File: src/rtl/mc_ctrl_pkg.sv
// rtl/mc_ctrl_pkg.sv - shared encodings for the multicycle ARM-subset control unit
package mc_ctrl_pkg;

   typedef enum logic [3:0] {
      S_FETCH   = 4'd0,
      S_DECODE  = 4'd1,
      S_MEMADR  = 4'd2,
      S_MEMRD   = 4'd3,
      S_MEMWB   = 4'd4,
      S_MEMWR   = 4'd5,
      S_EXECR   = 4'd6,
      S_EXECI   = 4'd7,
      S_ALUWB   = 4'd8,
      S_BRANCH  = 4'd9,
      S_EXECMUL = 4'd10,
      S_MULWB   = 4'd11
   } state_t;

   // ALUControl codes
   localparam logic [3:0] ALU_ADD   = 4'h0;
   localparam logic [3:0] ALU_SUB   = 4'h1;
   localparam logic [3:0] ALU_AND   = 4'h2;
   localparam logic [3:0] ALU_ORR   = 4'h3;
   localparam logic [3:0] ALU_EOR   = 4'h4;
   localparam logic [3:0] ALU_MOV   = 4'h5;
   localparam logic [3:0] ALU_MUL   = 4'h8;
   localparam logic [3:0] ALU_UMULL = 4'h9;
   localparam logic [3:0] ALU_SMULL = 4'hA;

   // ALUSrcB selects
   localparam logic [1:0] SRCB_WDATA = 2'd0;
   localparam logic [1:0] SRCB_IMM   = 2'd1;
   localparam logic [1:0] SRCB_FOUR  = 2'd2;

   // ResultSrc selects
   localparam logic [1:0] RES_ALUOUT    = 2'd0;
   localparam logic [1:0] RES_DATA      = 2'd1;
   localparam logic [1:0] RES_ALURESULT = 2'd2;

   // ImmSrc selects
   localparam logic [1:0] IMM_ROT8  = 2'd0;
   localparam logic [1:0] IMM_12    = 2'd1;
   localparam logic [1:0] IMM_BR24  = 2'd2;

   // Instruction class (op field)
   localparam logic [1:0] OP_DP  = 2'b00;
   localparam logic [1:0] OP_MEM = 2'b01;
   localparam logic [1:0] OP_BR  = 2'b10;

   // Data-processing cmd field values
   localparam logic [3:0] CMD_AND = 4'b0000;
   localparam logic [3:0] CMD_EOR = 4'b0001;
   localparam logic [3:0] CMD_SUB = 4'b0010;
   localparam logic [3:0] CMD_ADD = 4'b0100;
   localparam logic [3:0] CMD_CMP = 4'b1010;
   localparam logic [3:0] CMD_ORR = 4'b1100;
   localparam logic [3:0] CMD_MOV = 4'b1101;

   // Condition codes
   localparam logic [3:0] COND_EQ = 4'h0;
   localparam logic [3:0] COND_NE = 4'h1;
   localparam logic [3:0] COND_CS = 4'h2;
   localparam logic [3:0] COND_CC = 4'h3;
   localparam logic [3:0] COND_MI = 4'h4;
   localparam logic [3:0] COND_PL = 4'h5;
   localparam logic [3:0] COND_VS = 4'h6;
   localparam logic [3:0] COND_VC = 4'h7;
   localparam logic [3:0] COND_HI = 4'h8;
   localparam logic [3:0] COND_LS = 4'h9;
   localparam logic [3:0] COND_GE = 4'hA;
   localparam logic [3:0] COND_LT = 4'hB;
   localparam logic [3:0] COND_GT = 4'hC;
   localparam logic [3:0] COND_LE = 4'hD;
   localparam logic [3:0] COND_AL = 4'hE;

   // MUL (000000) and UMULL/SMULL (00001x) share the 1001 marker in bits 7:4
   function automatic logic is_mul(input logic [31:0] instr);
      return ((instr[27:22] == 6'b000000) || (instr[27:23] == 5'b00001)) &&
             (instr[7:4] == 4'b1001);
   endfunction

   // DP cmd to ALU operation; unlisted cmds fall back to ADD
   function automatic logic [3:0] dp_alu_ctrl(input logic [3:0] cmd);
      case (cmd)
         CMD_ADD: return ALU_ADD;
         CMD_SUB: return ALU_SUB;
         CMD_CMP: return ALU_SUB;
         CMD_AND: return ALU_AND;
         CMD_EOR: return ALU_EOR;
         CMD_ORR: return ALU_ORR;
         CMD_MOV: return ALU_MOV;
         default: return ALU_ADD;
      endcase
   endfunction

endpackage

File: src/rtl/mc_controller_if.sv
// rtl/mc_controller_if.sv - controller <-> datapath signal bundle
interface mc_controller_if;
   logic [31:0] Instr;
   logic [3:0]  ALUFlags;
   logic        PCWrite;
   logic        RegWrite;
   logic        IsLongMul;
   logic        MemWrite;
   logic        IRWrite;
   logic        AdrSrc;
   logic [1:0]  RegSrc;
   logic        ALUSrcA;
   logic [1:0]  ALUSrcB;
   logic [1:0]  ResultSrc;
   logic [1:0]  ImmSrc;
   logic [3:0]  ALUControl;
   logic        opMul;
   logic [3:0]  state;
   logic [3:0]  Flags;
   logic        illegal;

   // controller side
   modport master (
      input  Instr, ALUFlags,
      output PCWrite, RegWrite, IsLongMul, MemWrite, IRWrite, AdrSrc, RegSrc,
             ALUSrcA, ALUSrcB, ResultSrc, ImmSrc, ALUControl, opMul, state,
             Flags, illegal
   );

   // datapath side
   modport slave (
      output Instr, ALUFlags,
      input  PCWrite, RegWrite, IsLongMul, MemWrite, IRWrite, AdrSrc, RegSrc,
             ALUSrcA, ALUSrcB, ResultSrc, ImmSrc, ALUControl, opMul, state,
             Flags, illegal
   );
endinterface

File: src/rtl/mc_controller_cond_check.sv
// rtl/mc_controller_cond_check.sv - ARM condition-code evaluation against NZCV
module cond_check
   import mc_ctrl_pkg::*;
(
   input  logic [3:0] i_cond,
   input  logic [3:0] i_flags,
   output logic       o_cond_ex
);

   logic w_n, w_z, w_c, w_v, w_ge;

   assign {w_n, w_z, w_c, w_v} = i_flags;
   assign w_ge = (w_n == w_v);

   // standard ARM condition table; 1111 never executes
   always_comb begin
      o_cond_ex = 1'b0;
      case (i_cond)
         COND_EQ: o_cond_ex = w_z;
         COND_NE: o_cond_ex = ~w_z;
         COND_CS: o_cond_ex = w_c;
         COND_CC: o_cond_ex = ~w_c;
         COND_MI: o_cond_ex = w_n;
         COND_PL: o_cond_ex = ~w_n;
         COND_VS: o_cond_ex = w_v;
         COND_VC: o_cond_ex = ~w_v;
         COND_HI: o_cond_ex = w_c & ~w_z;
         COND_LS: o_cond_ex = ~w_c | w_z;
         COND_GE: o_cond_ex = w_ge;
         COND_LT: o_cond_ex = ~w_ge;
         COND_GT: o_cond_ex = ~w_z & w_ge;
         COND_LE: o_cond_ex = w_z | ~w_ge;
         COND_AL: o_cond_ex = 1'b1;
         default: o_cond_ex = 1'b0;
      endcase
   end

endmodule

File: src/rtl/mc_controller.sv
// rtl/mc_controller.sv - multicycle ARM-subset control unit: FSM, decoder, flags
module mc_controller
   import mc_ctrl_pkg::*;
(
   input  logic            clk,
   input  logic            reset,
   mc_controller_if.master bus
);

   state_t      r_state;
   state_t      w_next;
   logic [3:0]  r_flags;
   logic        r_exec_cond;

   logic [1:0]  w_op;
   logic        w_i, w_s, w_u, w_l, w_long, w_signed, w_rd_pc;
   logic [3:0]  w_cmd;
   logic        w_is_mul, w_is_cmp, w_cond_ex, w_exec_state, w_flags_we;

   logic        w_pc_write, w_reg_write, w_long_wr, w_mem_write, w_ir_write;
   logic        w_adr_src, w_alu_src_a, w_illegal;
   logic [1:0]  w_reg_src, w_alu_src_b, w_result_src, w_imm_src;
   logic [3:0]  w_alu_ctrl;

   assign w_op     = bus.Instr[27:26];
   assign w_i      = bus.Instr[25];
   assign w_cmd    = bus.Instr[24:21];
   assign w_s      = bus.Instr[20];
   assign w_u      = bus.Instr[23];
   assign w_l      = bus.Instr[20];
   assign w_long   = bus.Instr[23];
   assign w_signed = bus.Instr[22];
   assign w_rd_pc  = (bus.Instr[15:12] == 4'd15);
   assign w_is_mul = is_mul(bus.Instr);
   assign w_is_cmp = (w_cmd == CMD_CMP);

   cond_check u_cond_check (
      .i_cond    (bus.Instr[31:28]),
      .i_flags   (r_flags),
      .o_cond_ex (w_cond_ex)
   );

   assign w_exec_state = (r_state == S_EXECR) || (r_state == S_EXECI) ||
                         (r_state == S_EXECMUL);
   assign w_flags_we   = w_exec_state && w_cond_ex &&
                         (w_s || (w_is_cmp && r_state != S_EXECMUL));

   // FSM state register
   always_ff @(posedge clk or negedge reset) begin
      if (!reset) r_state <= S_FETCH;
      else        r_state <= w_next;
   end

   // NZCV register, loaded when leaving an execute state
   always_ff @(posedge clk or negedge reset) begin
      if (!reset)          r_flags <= 4'b0000;
      else if (w_flags_we) r_flags <= bus.ALUFlags;
   end

   // Condition result sampled in the execute state so a flag-setting
   // instruction's writeback is judged on the flags it started with
   always_ff @(posedge clk or negedge reset) begin
      if (!reset)            r_exec_cond <= 1'b0;
      else if (w_exec_state) r_exec_cond <= w_cond_ex;
   end

   // Next-state and per-state control outputs
   always_comb begin
      w_next       = S_FETCH;
      w_pc_write   = 1'b0;
      w_reg_write  = 1'b0;
      w_long_wr    = 1'b0;
      w_mem_write  = 1'b0;
      w_ir_write   = 1'b0;
      w_adr_src    = 1'b0;
      w_reg_src    = 2'b00;
      w_alu_src_a  = 1'b0;
      w_alu_src_b  = SRCB_WDATA;
      w_result_src = RES_ALUOUT;
      w_imm_src    = IMM_ROT8;
      w_alu_ctrl   = ALU_ADD;
      w_illegal    = 1'b0;
      case (r_state)
         S_FETCH: begin
            w_ir_write   = 1'b1;
            w_alu_src_a  = 1'b1;
            w_alu_src_b  = SRCB_FOUR;
            w_result_src = RES_ALURESULT;
            w_pc_write   = 1'b1;
            w_next       = S_DECODE;
         end
         S_DECODE: begin
            w_alu_src_a  = 1'b1;
            w_alu_src_b  = SRCB_FOUR;
            w_result_src = RES_ALURESULT;
            w_reg_src[0] = (w_op == OP_BR);
            w_reg_src[1] = (w_op == OP_MEM) && !w_l;
            if (w_op == OP_MEM)     w_next = S_MEMADR;
            else if (w_op == OP_BR) w_next = S_BRANCH;
            else if (w_is_mul)      w_next = S_EXECMUL;
            else if (w_op == OP_DP) w_next = w_i ? S_EXECI : S_EXECR;
            else begin
               w_next    = S_FETCH;
               w_illegal = 1'b1;
            end
         end
         S_MEMADR: begin
            w_alu_src_b = SRCB_IMM;
            w_imm_src   = IMM_12;
            w_alu_ctrl  = w_u ? ALU_ADD : ALU_SUB;
            w_next      = w_l ? S_MEMRD : S_MEMWR;
         end
         S_MEMRD: begin
            w_adr_src = 1'b1;
            w_next    = S_MEMWB;
         end
         S_MEMWB: begin
            w_result_src = RES_DATA;
            w_reg_write  = w_cond_ex;
            w_pc_write   = w_cond_ex && w_rd_pc;
         end
         S_MEMWR: begin
            w_adr_src   = 1'b1;
            w_mem_write = w_cond_ex;
         end
         S_EXECR, S_EXECI: begin
            w_alu_src_b = (r_state == S_EXECI) ? SRCB_IMM : SRCB_WDATA;
            w_alu_ctrl  = dp_alu_ctrl(w_cmd);
            w_next      = S_ALUWB;
         end
         S_ALUWB: begin
            w_reg_write = r_exec_cond && !w_is_cmp;
            w_pc_write  = r_exec_cond && !w_is_cmp && w_rd_pc;
         end
         S_BRANCH: begin
            w_alu_src_b  = SRCB_IMM;
            w_imm_src    = IMM_BR24;
            w_result_src = RES_ALURESULT;
            w_pc_write   = w_cond_ex;
         end
         S_EXECMUL: begin
            if (w_long) w_alu_ctrl = w_signed ? ALU_SMULL : ALU_UMULL;
            else        w_alu_ctrl = ALU_MUL;
            w_next = S_MULWB;
         end
         S_MULWB: begin
            w_reg_write = r_exec_cond;
            w_long_wr   = r_exec_cond && w_long;
         end
         default: w_next = S_FETCH;
      endcase
   end

   // write enables are held off combinationally while reset is low
   assign bus.PCWrite    = reset & w_pc_write;
   assign bus.RegWrite   = reset & w_reg_write;
   assign bus.IsLongMul  = reset & w_long_wr;
   assign bus.MemWrite   = reset & w_mem_write;
   assign bus.IRWrite    = reset & w_ir_write;
   assign bus.illegal    = reset & w_illegal;
   assign bus.AdrSrc     = w_adr_src;
   assign bus.RegSrc     = w_reg_src;
   assign bus.ALUSrcA    = w_alu_src_a;
   assign bus.ALUSrcB    = w_alu_src_b;
   assign bus.ResultSrc  = w_result_src;
   assign bus.ImmSrc     = w_imm_src;
   assign bus.ALUControl = w_alu_ctrl;
   assign bus.opMul      = w_is_mul;
   assign bus.state      = r_state;
   assign bus.Flags      = r_flags;

endmodule

File: src/flat_wrapper.sv
// flat-port wrapper written by rule: the top's interface ports become plain ports
module mc_controller_flat import mc_ctrl_pkg::*;
  (clk, reset, bus_Instr, bus_ALUFlags, bus_PCWrite, bus_RegWrite, bus_IsLongMul, bus_MemWrite, bus_IRWrite, bus_AdrSrc, bus_RegSrc, bus_ALUSrcA, bus_ALUSrcB, bus_ResultSrc, bus_ImmSrc, bus_ALUControl, bus_opMul, bus_state, bus_Flags, bus_illegal);
  mc_controller_if bus_i ();
  input  logic clk;
  input  logic reset;
  input wire logic [$bits(bus_i.Instr)-1:0] bus_Instr;
  input wire logic [$bits(bus_i.ALUFlags)-1:0] bus_ALUFlags;
  output wire logic [$bits(bus_i.PCWrite)-1:0] bus_PCWrite;
  output wire logic [$bits(bus_i.RegWrite)-1:0] bus_RegWrite;
  output wire logic [$bits(bus_i.IsLongMul)-1:0] bus_IsLongMul;
  output wire logic [$bits(bus_i.MemWrite)-1:0] bus_MemWrite;
  output wire logic [$bits(bus_i.IRWrite)-1:0] bus_IRWrite;
  output wire logic [$bits(bus_i.AdrSrc)-1:0] bus_AdrSrc;
  output wire logic [$bits(bus_i.RegSrc)-1:0] bus_RegSrc;
  output wire logic [$bits(bus_i.ALUSrcA)-1:0] bus_ALUSrcA;
  output wire logic [$bits(bus_i.ALUSrcB)-1:0] bus_ALUSrcB;
  output wire logic [$bits(bus_i.ResultSrc)-1:0] bus_ResultSrc;
  output wire logic [$bits(bus_i.ImmSrc)-1:0] bus_ImmSrc;
  output wire logic [$bits(bus_i.ALUControl)-1:0] bus_ALUControl;
  output wire logic [$bits(bus_i.opMul)-1:0] bus_opMul;
  output wire logic [$bits(bus_i.state)-1:0] bus_state;
  output wire logic [$bits(bus_i.Flags)-1:0] bus_Flags;
  output wire logic [$bits(bus_i.illegal)-1:0] bus_illegal;
  assign bus_i.Instr = bus_Instr;
  assign bus_i.ALUFlags = bus_ALUFlags;
  assign bus_PCWrite = bus_i.PCWrite;
  assign bus_RegWrite = bus_i.RegWrite;
  assign bus_IsLongMul = bus_i.IsLongMul;
  assign bus_MemWrite = bus_i.MemWrite;
  assign bus_IRWrite = bus_i.IRWrite;
  assign bus_AdrSrc = bus_i.AdrSrc;
  assign bus_RegSrc = bus_i.RegSrc;
  assign bus_ALUSrcA = bus_i.ALUSrcA;
  assign bus_ALUSrcB = bus_i.ALUSrcB;
  assign bus_ResultSrc = bus_i.ResultSrc;
  assign bus_ImmSrc = bus_i.ImmSrc;
  assign bus_ALUControl = bus_i.ALUControl;
  assign bus_opMul = bus_i.opMul;
  assign bus_state = bus_i.state;
  assign bus_Flags = bus_i.Flags;
  assign bus_illegal = bus_i.illegal;
  mc_controller u_core (.clk(clk), .reset(reset), .bus(bus_i));
endmodule
File: config.mk
export PLATFORM = sky130hd
export DESIGN_NAME = mc_controller_flat
export DESIGN_NICKNAME = d
export VERILOG_FILES = /design/src/rtl/mc_ctrl_pkg.sv /design/src/rtl/mc_controller_if.sv /design/src/rtl/mc_controller_cond_check.sv /design/src/rtl/mc_controller.sv /design/src/flat_wrapper.sv
export SDC_FILE = /design/constraint.sdc
export NUM_CORES = 1
export LEC_CHECK = 0
export BUFFER_PORTS_ARGS = -buffer_cell sky130_fd_sc_hd__clkbuf_2
export CAP_MARGIN = 0
export CORE_UTILIZATION = 45
export DETAILED_ROUTE_END_ITERATION = 12
export GPL_TIMING_DRIVEN = 1
export PLACE_DENSITY = 0.85
export SLEW_MARGIN = 10
export SYNTH_ARGS = -nofsm -noshare
export SYNTH_HDL_FRONTEND = slang
export SYNTH_SLANG_ARGS = --single-unit
File: constraint.sdc
create_clock -name clk -period 2.78 [get_ports clk]
set_clock_uncertainty 0.1 [all_clocks]
set_input_delay 0.417 -clock clk [delete_from_list [all_inputs] [get_ports clk]]
set_output_delay 0.417 -clock clk [all_outputs]
set_load 0.01 [all_outputs]
==> results.md, run 1 <==
- Outcome: complete, no violations
- Slew @ Worst Pin: 0.5043 ns
- CTS buffer count: 3
- Diodes inserted: 0
- Initial antenna violation count: 0
- Cell total after placement: 204
- CTS tree: yes
- PortBufs: 54
- Worst min-delay path class: in -> reg
- Synth-to-layout area growth: 31.34%
- Post-route insts no fill: 209
- Vias/cell: 5.823
- Design area: 1348 um^2
- Met3 wire length: 153 um
- GP Congestion: 0.9136
- TNS Setup: 0 ns
- Clock Tree Buf Depth: 2
- Pins Over Slew Limit: 0
- Post-detailed-route count of antenna-violating nets: 0
- Predominant post-synthesis flop cell: dfrtp_1
- Core ar.: 2042 um^2
- CP Capture Type: primary output
- Pleak: 0.6456 nW
- Switch share: 0.5038
- Die H: 49.75 um
- Clock transition at the registers of the reported paths: 0.06 ns
- Clock power share: 0.091
- Post-synth cell types: 49
- Number of synthesized flops with an enable pin: 0
- Pint: 0.5539 mW
- Slew headroom: 0.6638
- Total Routed Length: 2.804 mm
- Die width: 49.75 um
- M1 WL: 1.212 mm
- Die footprint: 2475 um^2
- Syn avg cell area: 7.953 um^2
- # fillers: 195
- TritonRoute pass-1 iters: 4
- Final net count: 221
- Register area share after synthesis: 0.2195
- I/O pins: 67
- Flop pwr share: 0.317
- Root buf cell: clkbuf_4
- Fmax: 370.9 MHz
- Skew-Pair Late Insertion Delay: 0.26 ns
- Tot Pwr: 1.116 mW
- Drt initial violations: 22
- Avg WL per Cell: 13.42 um
- Placed cell area: 1300 um^2
- # rows: 16
- Combinational share of power: 0.593
- Worst Slack Setup Final: 0.08368 ns
- Met2 wire length: 1.407 mm
- Final setup fails: 0
- Post-layout util: 0.6599
- Number of global-route vias before repair: 1098
- Final hold violations: 0
- Switching pwr: 0.5624 mW
- H-tree levels: 1
- First-pass GRT wire length: 4.712 mm
- Largest net degree at the start of global routing: 18
- Via count of the routed design: 1217
- Post-CTS Setup Repair Bufs: 0
- Post-place setup slack: 0.2703 ns
- Mapped Area: 1026 um^2
- DR top layer: met4
- Yosys Warn Count: 0
- Post-synth ARST share: 1.000
- Placed wire-length estimate: 2.190 mm
- Overall global routing resource usage: 0.2429
- Grt ovf: 0
- Crit path kind: reg -> out
- Drt drc: 0
- Layout cells sized above 1: 0.3571
- WP data arrival: 2.18 ns
- Max cap viols: 0
- Final Cycle Share: 0.9699
- CP max FO: 9
- Power Density: 828.4 nW/um^2
- VDD IR-drop max: 0.5131 mV
- Min cycle time layout: 2.696 ns
- Starting Density: 0.5025
- Critical Path RT: 2.26 ns
- FF+latch count, synth: 9
- Cells after Synth: 129
- Syn Nets: 167
- Final hold slack: 0.2748 ns
- Clk sink count: 9
- CP Launch Type: register
[kinds of logic (layout without fill, tap and decap cells)]
logic type      after synthesis  count (layout)  synth area share
simple gates                 65              65            0.3634
compound gates               32              32            0.2500
buf+inv                      11              64           0.05121
flops                         9               9            0.2195
xor+xnor                      6               6           0.05122
mux                           6               6           0.06463
[state kept, by name, summed over array words and instances, names as in the netlist]
| signal | flops |
|---|---|
| u_core.bus.state | 4 |
| u_core.bus.Flags | 4 |
| u_core.r_exec_cond | 1 |
[cell usage after synthesis (all sizes together) (2+ instances only)]
cell	count	area, um^2
o21ai	8	40.04
and3	2	12.51
buf	4	26.27
xor2	4	35.03
inv	4	15.01
nor4bb	3	30.03
nor3	8	40.04
nand2	9	33.78
o211ai	2	15.01
a32oi	2	17.52
nor4b	2	17.52
mux2	5	56.30
a211oi	2	20.02
dfrtp	9	225.2
clkbuf	3	11.26
nor3b	4	30.03
nand3	3	15.01
xnor2	2	17.52
nand3b	2	15.01
nor2b	5	31.28
nor2	13	48.80
nand2b	7	43.79
a21oi	4	23.77
[path summary, 6_finish.rpt]
check / startpoint / endpoint / slack [ns] / depth (start not counted)
hold / removal: bus_ALUFlags[1] / u_core.bus.Flags[1]$_DFFE_PN0P_ / 0.27 / 2
hold reg to reg: u_core.r_exec_cond$_DFFE_PN0N_ / u_core.r_exec_cond$_DFFE_PN0N_ / 0.47 / 1
max in group asynchronous: reset / u_core.bus.state[2]$_DFF_PN0_ / 1.85 / 2
min in group asynchronous: reset / u_core.bus.state[1]$_DFF_PN0_ / 0.48 / 2
setup reg to reg: u_core.bus.state[2]$_DFF_PN0_ / u_core.bus.Flags[3]$_DFFE_PN0P_ / 0.68 / 6
setup / recovery: u_core.bus.Flags[3]$_DFFE_PN0P_ / bus_PCWrite / 0.08 / 6
[cell usage in the layout, fill, tap and decap left out, drive strengths merged, types with 2 or more instances in the layout]
cell | Yosys | routed
clkbuf | 3 | 58
nor2 | 13 | 13
nand2 | 9 | 9
dfrtp | 9 | 9
nor3 | 8 | 8
o21ai | 8 | 8
nand2b | 7 | 7
nor2b | 5 | 5
mux2 | 5 | 5
inv | 4 | 4
nor3b | 4 | 4
xor2 | 4 | 4
a21oi | 4 | 4
nand3 | 3 | 3
nor4bb | 3 | 3
nand3b | 2 | 2
and3 | 2 | 2
o211ai | 2 | 2
a32oi | 2 | 2
xnor2 | 2 | 2
nor4b | 2 | 2
a211oi | 2 | 2
[metal layers]
| metal | vias to the layer above | GRT usage |
|---|---|---|
| met5 | - | 0 |
| met4 | 0 | 0.1381 |
| met3 | 4 | 0.01543 |
| met2 | 42 | 0.4077 |
| met1 | 575 | 0.3053 |
| li1 | 596 | - |
[worst max-delay path, cell delays in order, from the launching register on]
cell and delay, ns:
dfrtp_1 0.51, or3b_1 0.19, a21oi_2 0.07, o41ai_4 0.42
nand3_1 0.25, a211o_1 0.34, clkbuf_2 0.13
[power by group through the flow]
stage	combinational, mW	clock, mW	sequential, mW
floorplan	0.494	0	0.277
global placement	0.630	0	0.342
detailed placement	0.651	0	0.352
CTS	0.654	0.106	0.348
global route	0.729	0.110	0.369
finish	0.661	0.102	0.353
[repair_timing]
| action | in CTS | in global routing |
|---|---|---|
| resized for setup | 0 | 2 |
| hold buffers | 1 | 0 |
| endpoints found under the setup margin | 0 | 2 |
| hold endpoints to repair | 9 | 0 |
[final cells by class]
cell class | count | area, um^2 | share of cell area
multi-input combinational | 109 | 759.5 | 0.5636
tap | 27 | 33.78 | 0.02507
clock buffer | 4 | 26.28 | 0.01950
inverter | 4 | 15.01 | 0.01114
timing repair buffer | 56 | 287.8 | 0.2136
sequential | 9 | 225.2 | 0.1671
No activity file was read; power rests on OpenSTA's default activity.
==> inputs of run 2 (changes only) <==
PLACE_DENSITY = not set   (was 0.85)
PLACE_DENSITY_LB_ADDON = 0.2   (was not set)
SETUP_SLACK_MARGIN = 0.4   (was not set)
SKIP_CTS_REPAIR_TIMING = 1   (was not set)
==> results.md, run 2 (synthesized netlist as in run 1, its figures left out) <==
- Power Density: 830.1 nW/um^2
- Tot Pwr: 1.158 mW
- Skew-Pair Late Insertion Delay: 0.27 ns
- TNS Setup: 0 ns
- RSZ-0062 raised after global routing: yes
- PortBufs: 54
- Via count of the routed design: 1180
- Critical Path RT: 2.26 ns
- Cell total after placement: 204
- Post-detailed-route count of antenna-violating nets: 0
- Die width: 49.75 um
- Drt initial violations: 17
- Die footprint: 2475 um^2
- Pins Over Slew Limit: 0
- Worst min-delay path class: in -> reg
- Layout cells sized above 1: 0.4317
- Clock transition at the registers of the reported paths: 0.06 ns
- WP data arrival: 1.95 ns
- Starting Density: 0.5025
- Vias/cell: 5.619
- Core ar.: 2042 um^2
- Final setup fails: 0
- # rows: 16
- Crit path kind: reg -> out
- VDD IR-drop max: 0.7085 mV
- # fillers: 186
- Avg WL per Cell: 13.28 um
- Initial antenna violation count: 0
- GP Congestion: 0.8447
- CP max FO: 5
- Clock Tree Buf Depth: 2
- Final hold violations: 0
- Synth-to-layout area growth: 35.98%
- Outcome: complete, no violations
- Total Routed Length: 2.788 mm
- Min cycle time layout: 2.472 ns
- TritonRoute pass-1 iters: 4
- Final net count: 222
- Final hold slack: 0.2613 ns
- H-tree levels: 1
- Number of global-route vias before repair: 1045
- Largest net degree at the start of global routing: 18
- CTS buffer count: 3
- Die H: 49.75 um
- Most common cell after layout, fill and taps aside: clkbuf_2
- Diodes inserted: 0
- Fmax: 404.5 MHz
- CP Capture Type: primary output
- Pleak: 0.6556 nW
- Slew @ Worst Pin: 0.4994 ns
- First-pass GRT wire length: 4.719 mm
- Slew headroom: 0.6625
- Drt drc: 0
- CTS tree: yes
- Clk sink count: 9
- Grt ovf: 0
- Post-route insts no fill: 210
- I/O pins: 67
- Max cap viols: 0
- Overall global routing resource usage: 0.2439
- Most frequent cells in the layout: 54 x clkbuf_2, 13 x nor2_1, 9 x nand2_1
- Root buf cell: clkbuf_4
- Final Cycle Share: 0.8892
- Placed wire-length estimate: 2.138 mm
- CP Launch Type: register
[run 2: per-stage QoR]
step           cell area [um^2]    util  setup slack, ns
2_1_floorplan              1026       -           0.5991
3_3_place_gp               1300  0.6366           0.3083
3_5_place_dp               1300  0.6366           0.3198
4_1_cts                    1328  0.6501          0.08864
5_1_grt                    1395  0.6832           0.1798
6_report                   1395  0.6832           0.3080
[run 2: where the power goes]
part	switching [mW]	leakage, nW	total, mW	internal (mW)
Combinational	0.377	0.531	0.710	0.334
Clock	0.0491	0.0177	0.102	0.0532
Sequential	0.148	0.107	0.345	0.197
[run 2: final timing paths]
kind,start,to,slack [ns],depth (start not counted)
min,bus_ALUFlags[0],u_core.bus.Flags[0]$_DFFE_PN0P_,0.26,2
max,u_core.bus.Flags[1]$_DFFE_PN0P_,bus_PCWrite,0.31,6
min reg2reg,u_core.r_exec_cond$_DFFE_PN0N_,u_core.r_exec_cond$_DFFE_PN0N_,0.44,1
max in group asynchronous,reset,u_core.bus.Flags[0]$_DFFE_PN0P_,1.66,2
max reg2reg,u_core.bus.Flags[3]$_DFFE_PN0P_,u_core.bus.Flags[1]$_DFFE_PN0P_,0.80,5
min in group asynchronous,reset,u_core.r_exec_cond$_DFFE_PN0N_,0.61,2
[run 2: worst max-delay path, cell delays in order, from the launching register on]
cell       delay (ns)
dfrtp_1          0.43
xor2_1           0.17
a2111oi_2        0.31
a21o_1           0.20
nand3_2          0.12
a211o_1          0.32
clkbuf_2         0.13
[run 2: cell type report]
cell class / count / area, um^2 / area share
clock inverter: 1 / 5.005 / 0.003587
multi-input combinational: 109 / 790.8 / 0.5668
inverter: 4 / 15.01 / 0.01076
sequential: 9 / 232.7 / 0.1668
clock buffer: 3 / 22.52 / 0.01614
timing repair buffer: 57 / 295.3 / 0.2117
tap: 27 / 33.78 / 0.02422
[run 2: routing by layer]
| metal | part of all wire | global-route usage |
|---|---|---|
| met4 | 0.0097 | 0.07143 |
| met1 | 0.49 | 0.3365 |
| met2 | 0.46 | 0.3964 |
| met5 | 0 | 0 |
| met3 | 0.034 | 0.02778 |
